===== config.mk =====
export PLATFORM = sky130hd
export DESIGN_NAME = ascii2ps2_tx
export DESIGN_NICKNAME = d
export VERILOG_FILES = /design/src/rtl/ps2_pkg.sv /design/src/rtl/ascii2ps2_tx_ascii2key.sv /design/src/rtl/ascii2ps2_tx.sv
export SDC_FILE = /design/constraint.sdc
export NUM_CORES = 1
export LEC_CHECK = 0
export BUFFER_PORTS_ARGS = -buffer_cell sky130_fd_sc_hd__buf_2
export CORE_MARGIN = 2
export CORE_UTILIZATION = 64
export CTS_BUF_LIST = sky130_fd_sc_hd__clkbuf_8
export DETAILED_ROUTE_END_ITERATION = 7
export PLACE_DENSITY_LB_ADDON = 0.25
export REMOVE_ABC_BUFFERS = 1
export SLEW_MARGIN = 20
export SYNTH_ARGS = -nofsm -noshare
export SYNTH_HDL_FRONTEND = slang
export SYNTH_SLANG_ARGS = --single-unit

===== constraint.sdc =====
create_clock -name clk -period 3.15 [get_ports clk]
set_clock_uncertainty 0.05 [all_clocks]
set_input_delay 0.63 -clock clk [delete_from_list [all_inputs] [get_ports clk]]
set_output_delay 0.63 -clock clk [all_outputs]
set_load 0.02 [all_outputs]

===== src/rtl/ps2_pkg.sv =====
// Shared constants, FSM state encoding and frame helpers for the PS/2
// keystroke transmitter.
package ps2_pkg;

  // Prefix byte sent between the two copies of a make code.
  localparam logic [7:0] BREAK_CODE = 8'hF0;

  // start + 8 data + parity + stop
  localparam int FRAME_BITS = 11;
  localparam logic [3:0] LAST_BIT = 4'(FRAME_BITS - 1);

  // Byte index of the final make code in a keystroke (code, F0, code).
  localparam logic [1:0] LAST_BYTE = 2'd2;

  // Raw encodings kept as plain constants so they stay usable from
  // older tools and from scripts that read the netlist.
  localparam logic [1:0] ST_IDLE  = 2'd0;
  localparam logic [1:0] ST_FRAME = 2'd1;
  localparam logic [1:0] ST_GAP   = 2'd2;

  typedef enum logic [1:0] {
    IDLE  = ST_IDLE,
    FRAME = ST_FRAME,
    GAP   = ST_GAP
  } state_t;

  // Odd parity: the parity bit makes the total count of ones odd.
  function automatic logic odd_parity(input logic [7:0] data);
    return ~(^data);
  endfunction

  // Full frame, LSB transmitted first: {stop, parity, data, start}.
  function automatic logic [FRAME_BITS-1:0] build_frame(input logic [7:0] data);
    return {1'b1, odd_parity(data), data, 1'b0};
  endfunction

endpackage


===== src/rtl/ascii2ps2_tx_ascii2key.sv =====
// ASCII to PS/2 set-2 make code lookup. This is the exact inverse of the
// scan-code decoder table; anything not in that table is reported invalid
// with a zero code.
module ascii2key (
  input  logic [7:0] ascii_i,
  output logic       valid_o,
  output logic [7:0] code_o
);

  // Pure lookup; default covers every unmapped character ('9', lowercase, ...).
  always_comb begin
    valid_o = 1'b1;
    code_o  = 8'h00;
    case (ascii_i)
      8'h30: code_o = 8'h45;  // '0'
      8'h31: code_o = 8'h16;
      8'h32: code_o = 8'h1E;
      8'h33: code_o = 8'h26;
      8'h34: code_o = 8'h25;
      8'h35: code_o = 8'h2E;
      8'h36: code_o = 8'h36;
      8'h37: code_o = 8'h3D;
      8'h38: code_o = 8'h3E;  // '8'
      8'h41: code_o = 8'h1C;  // 'A'
      8'h42: code_o = 8'h32;
      8'h43: code_o = 8'h21;
      8'h44: code_o = 8'h23;
      8'h45: code_o = 8'h24;
      8'h46: code_o = 8'h2B;
      8'h47: code_o = 8'h34;
      8'h48: code_o = 8'h33;
      8'h49: code_o = 8'h43;
      8'h4A: code_o = 8'h3B;
      8'h4B: code_o = 8'h42;
      8'h4C: code_o = 8'h4B;
      8'h4D: code_o = 8'h3A;
      8'h4E: code_o = 8'h31;
      8'h4F: code_o = 8'h44;
      8'h50: code_o = 8'h4D;
      8'h51: code_o = 8'h15;
      8'h52: code_o = 8'h2D;
      8'h53: code_o = 8'h1B;
      8'h54: code_o = 8'h2C;
      8'h55: code_o = 8'h3C;
      8'h56: code_o = 8'h2A;
      8'h57: code_o = 8'h1D;
      8'h58: code_o = 8'h22;
      8'h59: code_o = 8'h35;
      8'h5A: code_o = 8'h1A;  // 'Z'
      8'h20: code_o = 8'h29;  // space
      8'h0D: code_o = 8'h5A;  // enter
      8'h08: code_o = 8'h66;  // backspace
      default: begin
        valid_o = 1'b0;
        code_o  = 8'h00;
      end
    endcase
  end

endmodule


===== src/rtl/ascii2ps2_tx.sv =====
// PS/2 device-side keystroke transmitter. One accepted character becomes
// three 11-bit frames (make, F0, make), each followed by an idle-high gap.
// ps2_clk/ps2_data are push-pull levels; open-drain conversion happens
// at the chip top.
module ascii2ps2_tx
  import ps2_pkg::*;
#(
  parameter int CLK_HALF   = 2500,  // system cycles per PS/2 half-period, 1..65535
  parameter int GAP_CYCLES = 5000   // idle-high cycles after each frame, 1..65535
) (
  input  logic       clk,
  input  logic       reset,
  input  logic [7:0] ascii_in,
  input  logic       in_valid,
  output logic       in_ready,
  output logic       busy,
  output logic       err,
  output logic       ps2_clk,
  output logic       ps2_data
);

  localparam logic [15:0] HALF_LAST = 16'(CLK_HALF - 1);
  localparam logic [15:0] GAP_LAST  = 16'(GAP_CYCLES - 1);

  state_t                  state_q, state_d;
  logic [15:0]             half_cnt_q, half_cnt_d;
  logic [15:0]             gap_cnt_q, gap_cnt_d;
  logic [3:0]              bit_idx_q, bit_idx_d;
  logic [1:0]              byte_idx_q, byte_idx_d;
  logic [7:0]              code_q, code_d;
  logic [FRAME_BITS-1:0]   shift_q, shift_d;
  logic                    phase_q, phase_d;   // 1 = clock-high half of a bit
  logic                    err_q, err_d;

  logic                    key_valid;
  logic [7:0]              key_code;

  ascii2key u_ascii2key (
    .ascii_i (ascii_in),
    .valid_o (key_valid),
    .code_o  (key_code)
  );

  // Next-state logic: FSM plus the half-period, bit, gap and byte counters.
  // Data only advances on the low-to-high clock transition, so ps2_data is
  // stable for the whole low phase in which the host samples.
  always_comb begin
    state_d    = state_q;
    half_cnt_d = half_cnt_q;
    gap_cnt_d  = gap_cnt_q;
    bit_idx_d  = bit_idx_q;
    byte_idx_d = byte_idx_q;
    code_d     = code_q;
    shift_d    = shift_q;
    phase_d    = phase_q;
    err_d      = 1'b0;

    case (state_q)
      IDLE: begin
        if (in_valid) begin
          if (key_valid) begin
            code_d     = key_code;
            shift_d    = build_frame(key_code);
            byte_idx_d = 2'd0;
            bit_idx_d  = 4'd0;
            half_cnt_d = 16'd0;
            phase_d    = 1'b1;
            state_d    = FRAME;
          end else begin
            // Unmapped character is consumed and dropped.
            err_d = 1'b1;
          end
        end
      end

      FRAME: begin
        if (half_cnt_q == HALF_LAST) begin
          half_cnt_d = 16'd0;
          if (phase_q) begin
            phase_d = 1'b0;
          end else begin
            phase_d = 1'b1;
            if (bit_idx_q == LAST_BIT) begin
              // Low phase of the stop bit just ended.
              gap_cnt_d = 16'd0;
              state_d   = GAP;
            end else begin
              bit_idx_d = bit_idx_q + 4'd1;
              shift_d   = {1'b1, shift_q[FRAME_BITS-1:1]};
            end
          end
        end else begin
          half_cnt_d = half_cnt_q + 16'd1;
        end
      end

      GAP: begin
        if (gap_cnt_q == GAP_LAST) begin
          gap_cnt_d = 16'd0;
          if (byte_idx_q < LAST_BYTE) begin
            byte_idx_d = byte_idx_q + 2'd1;
            shift_d    = build_frame((byte_idx_q == 2'd0) ? BREAK_CODE : code_q);
            bit_idx_d  = 4'd0;
            half_cnt_d = 16'd0;
            phase_d    = 1'b1;
            state_d    = FRAME;
          end else begin
            state_d = IDLE;
          end
        end else begin
          gap_cnt_d = gap_cnt_q + 16'd1;
        end
      end

      default: state_d = IDLE;
    endcase
  end

  // State register; reset abandons any partial frame immediately.
  always_ff @(posedge clk) begin
    if (reset) begin
      state_q    <= IDLE;
      half_cnt_q <= 16'd0;
      gap_cnt_q  <= 16'd0;
      bit_idx_q  <= 4'd0;
      byte_idx_q <= 2'd0;
      code_q     <= 8'h00;
      shift_q    <= '1;
      phase_q    <= 1'b1;
      err_q      <= 1'b0;
    end else begin
      state_q    <= state_d;
      half_cnt_q <= half_cnt_d;
      gap_cnt_q  <= gap_cnt_d;
      bit_idx_q  <= bit_idx_d;
      byte_idx_q <= byte_idx_d;
      code_q     <= code_d;
      shift_q    <= shift_d;
      phase_q    <= phase_d;
      err_q      <= err_d;
    end
  end

  // Outputs decode straight from registers; lines sit high outside frames.
  always_comb begin
    in_ready = (state_q == IDLE);
    busy     = (state_q != IDLE);
    err      = err_q;
    ps2_clk  = (state_q == FRAME) ? phase_q    : 1'b1;
    ps2_data = (state_q == FRAME) ? shift_q[0] : 1'b1;
  end

endmodule

==> results of run 1 <==
worst max-delay path by stage:
stage / startpoint / slack, ns / depth (start not counted) / endpoint
4_1_cts: gap_cnt_q[4] / 0.35 / 10 / half_cnt_q[12]
3_5_place_dp: ascii_in[7] / 0.08 / 11 / shift_q[1]
5_1_grt: gap_cnt_q[0] / 0.13 / 11 / half_cnt_q[12]
3_3_place_gp: ascii_in[0] / 0.11 / 11 / shift_q[9]
2_1_floorplan: ascii_in[5] / 0.10 / 9 / shift_q[1]
6_report: gap_cnt_q[4] / 0.36 / 10 / shift_q[1]
power by group through the flow:
stage	sequential (µW)	clock, µW	combinational (µW)
floorplan	849	0	354
global placement	854	0	512
detailed placement	856	0	527
CTS	840	713	530
global route	848	744	593
finish	841	706	533
flip-flops by register name, summed over array words and instances, names as in the netlist, 2 cells and up:
register    cells
bit_idx_q       4
byte_idx_q      2
code_q          7
gap_cnt_q      16
half_cnt_q     16
shift_q        10
state_q         2
worst reg2reg max path, stage by stage, from the launching register on:
cell	delay [ns]
dfxtp_1	0.35
or4b_4	0.57
o41ai_4	0.38
nand3b_2	0.12
a31oi_1	0.18
a211oi_2	0.05
buf_4	0.17
nor2b_2	0.21
nand2_4	0.14
buf_4	0.18
a211o_1	0.29
stage by stage:
stage          hold WS, ns   util  worst slack (ns)  total power, µW  cell area [µm²]
2_1_floorplan        0.376      -             0.102             1200             3780
3_3_place_gp         0.392  0.703             0.113             1370             4180
3_5_place_dp         0.402  0.703            0.0790             1380             4180
4_1_cts              0.418  0.737             0.350             2080             4390
5_1_grt              0.432  0.737             0.134             2180             4390
6_report             0.414  0.737             0.359             2080             4390
cells by family after synthesis:
| kind of cell | Yosys count | share of synthesized area |
|---|---|---|
| adder cells (fa/ha/maj) | 9 | 0.0285 |
| multiplexers | 11 | 0.0278 |
| flip-flops | 59 | 0.299 |
| XOR/XNOR | 38 | 0.0880 |
| buffers and inverters | 43 | 0.0566 |
| AND/OR/NAND/NOR | 219 | 0.307 |
| AO/OA/AOI/OAI | 105 | 0.193 |
final cells by class:
type	count	share of cell area
well taps	75	0.0214
clock buffers	10	0.0314
inverters	14	0.0120
repair buffers	46	0.0702
clock inverters	6	0.0148
multi-input cells	382	0.581
flip-flops and latches	59	0.269
cell usage after synthesis, types with 11 or more instances:
cell,instances,area (µm²)
a21oi_1,19,95.1
dfxtp_1,59,1180
inv_1,14,52.6
mux2i_1,11,110
nand2_1,28,105
nand2b_1,13,81.3
nand3_1,22,110
nand4_1,12,75.1
nor2_1,67,251
nor3_1,15,75.1
o21ai_0,19,95.1
xnor2_1,13,114
xor2_1,24,210
routing by layer:
metal  GRT usage  vias up  routed length (µm)  part of all wire
li1            -     1817                   -                 -
met1       0.361     1743                4080              0.44
met2       0.487      106                4560              0.49
met3      0.0630       23                 407             0.044
met4       0.121        0                 237             0.026
met5           0        -                   0                 0
==> flow_summary.toml, run 1 <==
[status]
status = "complete, no violations"

[clock_network]
post_cts_resized = 0
cts_hold_buf = 0
clk_pin_slew_worst_paths_ns = 0.07
clk_path_buf_depth = 2
cts_sinks = 59
clock_tree.root_cell = "clkbuf_8"
cts_tree = "done"
clock_insertion_delay_worst_skew_ns = 0.34
post_cts_buffers = 0
numCtsBuffers = 9
htreeDepth = 3

[setup_path]
r2r_start = "gap_cnt_q[4]"
worst_setup_path_end_kind = "flop"
rr_endpoint = "shift_q[1]"
path_buf_inv = 2
crit_top_cell = "buf_4"
slowest_delay_ns = 0.57
setup.worst_path.class = "flop to flop"
worstPathArrival_ns = 2.97
rrSetupSlack_ns = 0.36
rr_worst_depth = 10
critPathSlowestCell = "or4b_4"
crit_chain = "or4b_4, o41ai_4, nand3b_2, a31oi_1, a211oi_2, buf_4, nor2b_2, nand2_4, buf_4, a211o_1"
worstPathMaxFanout = 14
start_kind = "flop"
crit_family = "simple AND/OR/NAND/NOR gates"
critical_path_required_ns = 3.33

[place]
portBuffers = 15
dp_cells = 576
dpl.hpwl_um = 6710
place.gp.congestion = 0.969

[layout]
n_fill_cell = 449
final_cell_mix = "67 x nor2_1, 59 x dfxtp_1, 31 x buf_4"
drive_gt1_frac = 0.168
area_growth_pct = 10.9
final-instance-count-excl-fill = 592
n_antenna_cell = 0
layout_commonest_cell = "nor2_1"
multiInputGateArea_um2 = 2550
regArea_um2 = 1180
final_nets = 532

[power_and_ir_drop]
p_comb_frac = 0.256
cellPowerDensity_nw_per_um2 = 474
p_switching_uw = 671
p_clk_frac = 0.339
leakage_uw = 0.00168
peakVddDrop_uv = 347
p_int_uw = 1410
sw_frac_of_total = 0.323
seqPwrFrac = 0.404

[timing]
max_freq_ghz = 0.358
hold_violations = 0
period_minus_slack_ns = 2.79
worstMarginPinSlew_ns = 0.594
timing.final.max_slew_violations = 0
setup_viol = 0
tns_ns = 0
period_share = 0.886
rsz0062_at_grt = "false"
slew_headroom = 0.603

[synthesis]
ys_types = 80
avgSynthCellArea_um2 = 8.17
ys_seq_area_frac = 0.299
synth_edf_count = 0
postSynthCellCount = 484
synthArstFlopShare = 0
yosys_warnings = 0
synth_ff_type = "dfxtp_1"
synth.cell_area_um2 = 3950
ys_ff_latch = 59

[grt]
grt_pass1_wl_um = 15400
grt_usage = 0.291
grt_pass1_vias = 3496
grt_max_degree = 31
antenna_found_initial = 0
grt_overflow_total = 0

[hold_path]
min_from = "shift_q[0]"
hold_class = "flop to flop"
min_to = "shift_q[0]"
worstHoldPathCells = 1

[drt]
ant_nets = 0
firstDrtPassIters = 5
vias = 3689
wire_per_inst_um = 15.7
drt-initial-drc-count = 193
via_per_inst = 6.23
wl_um = 9280
drc = 0

[floorplan]
num_io_pins = 16
die_width_um = 82.6
die_h_um = 82.6
core_um2 = 5960
die_area_um2 = 6820
core.rowCount = 28
start_util = 0.664

[flow_run]
drv_cap = 0
Note: power is estimated with default switching activity, not from simulation.
==> inputs of run 2 (changes only) <==
- CORE_UTILIZATION: 64 -> 62
- CTS_BUF_LIST: sky130_fd_sc_hd__clkbuf_8 -> not set
==> run 2 against run 1 <==
  * Core utilization fell by 3.2 points
  * Sequential cell count did not move
  * Via count rose by 2.5%
  * Critical path depth did not move
  * Fmax fell by 7.0%
  * Power rose by 7.9%
  * Routed wire length rose by 7.8%
  * Sequential share of layout area fell by 0.077 points
  * Non-clock buffer count fell by 5
  * Cell count fell by 0.51%
  * Clock-buffer cell count did not move
  * Worst hold slack barely moved
  * Largest power group is now the clock network
==> flow_summary.toml, run 2 (synthesized netlist as in run 1, its figures left out) <==
[status]
status = "complete, no violations"

[layout]
final_cell_mix = "67 x nor2_1, 59 x dfxtp_1, 28 x nand2_1"
drive_gt1_frac = 0.160
area_growth_pct = 11.3
final_nets = 527
n_fill_cell = 497
layout_commonest_cell = "nor2_1"
post-route-util = 0.705
reg.largest.list = "gap_cnt_q x16, half_cnt_q x16, shift_q x10"
n_antenna_cell = 0
finalInstanceArea_um2 = 4400

[timing]
period_minus_slack_ns = 3.00
setup_ws_ns = 0.149
hold_violations = 0
slew_headroom = 0.628
period_share = 0.953
rsz0062_at_grt = "false"
worstMarginPinSlew_ns = 0.559
setup_viol = 0
timing.final.max_slew_violations = 0
max_freq_ghz = 0.333

[drt]
wire_per_inst_um = 17.0
drt-initial-drc-count = 303
drc = 0
firstDrtPassIters = 4
vias = 3782
wl_um = 10000
via_per_inst = 6.42
ant_nets = 0

[clock_network]
clk_pin_slew_worst_paths_ns = 0.07
cts_sinks = 59
cts_tree = "done"
htreeDepth = 3
clock_tree.root_cell = "clkbuf_8"
clk_path_buf_depth = 2
clock_insertion_delay_worst_skew_ns = 0.35
numCtsBuffers = 9

[floorplan]
die_h_um = 83.9
num_io_pins = 16
core_um2 = 6240
die_area_um2 = 7030
core.rowCount = 29
start_util = 0.634
die_width_um = 83.9

[hold_path]
min_from = "shift_q[0]"
hold_class = "flop to flop"
min_to = "shift_q[0]"
worstHoldPathCells = 1

[setup_path]
start_kind = "flop"
setup.worst_path.class = "flop to flop"
crit_family = "simple AND/OR/NAND/NOR gates"
rrSetupSlack_ns = 0.15
rr_endpoint = "half_cnt_q[14]"
crit_chain = "or4b_4, o41ai_4, nand3b_2, a31oi_1, a211oi_2, buf_4, nor3_2, nand4_1, xor2_1, nor2_2"
worstPathMaxFanout = 6
slowest_delay_ns = 0.59
worst_setup_path_end_kind = "flop"
worstPathArrival_ns = 3.18
critical_path_required_ns = 3.33
rr_worst_depth = 10
r2r_start = "gap_cnt_q[4]"
critPathSlowestCell = "or4b_4"
path_buf_inv = 1

[grt]
antenna_found_initial = 0
grt_usage = 0.293
grt_pass1_vias = 3554
grt_pass1_wl_um = 17000
grt_max_degree = 23
grt_overflow_total = 0

[place]
portBuffers = 15
pre_cts_ws_ns = -0.0625
dpl.hpwl_um = 6940
place.gp.congestion = 0.955
placed_area_um2 = 4150

[power_and_ir_drop]
power.total_uw = 2240
cellPowerDensity_nw_per_um2 = 510
peakVddDrop_uv = 460
leakage_uw = 0.00168

[flow_run]
drv_cap = 0
run 2: area by class of cell:
cell class	count	area, µm²	share of cell area
Multi-Input combinational cell	382	2550	0.580
Sequential cell	59	1180	0.268
Timing Repair Buffer	41	270	0.0614
Clock buffer	10	138	0.0313
Clock inverter	6	111	0.0253
Tap cell	77	96.3	0.0219
Inverter	14	52.6	0.0119
run 2: worst register-to-register path, stage by stage (launching register included):
cell      delay, ns
dfxtp_1        0.37
or4b_4         0.59
o41ai_4        0.50
nand3b_2       0.13
a31oi_1        0.19
a211oi_2       0.05
buf_4          0.19
nor3_2         0.39
nand4_1        0.20
xor2_1         0.20
nor2_2         0.04
run 2: through the flow:
step                hold WS (ns)  std cells  TNS [ns]
finish                     0.414        589         0
global placement           0.387        573         0
global route               0.426        589         0
floorplan                  0.376        455         0
CTS                        0.417        589         0
detailed placement         0.399        573   -0.0625
run 2: how the worst max path moves through the flow:
| stage | to | slack [ns] | from | cells past startpoint |
|---|---|---|---|---|
| 2_1_floorplan | shift_q[1] | 0.10 | ascii_in[5] | 9 |
| 3_3_place_gp | shift_q[9] | 0.02 | ascii_in[4] | 11 |
| 3_5_place_dp | shift_q[9] | -0.06 | ascii_in[4] | 11 |
| 4_1_cts | half_cnt_q[14] | 0.19 | gap_cnt_q[4] | 10 |
| 5_1_grt | half_cnt_q[11] | 0.02 | gap_cnt_q[4] | 10 |
| 6_report | half_cnt_q[14] | 0.15 | gap_cnt_q[4] | 10 |
run 2: report_power, final:
| part | internal (µW) | leakage [µW] | switching, µW | total, µW |
|---|---|---|---|---|
| registers | 803 | 0.000478 | 37.8 | 841 |
| clock network | 548 | 0.000123 | 327 | 875 |
| logic | 206 | 0.00107 | 321 | 527 |
run 2: what timing repair did:
action                     CTS  global route
hold buffers                 0             0
buffers inserted             0             0
setup endpoints to repair    0             1
resized for setup            0             1
run 2: routing by layer:
layer,share of wire,vias up,global-route usage
li1,-,1807,-
met1,0.43,1818,0.380
met2,0.49,136,0.485
met3,0.056,21,0.0574
met4,0.020,0,0.109
met5,0,-,0
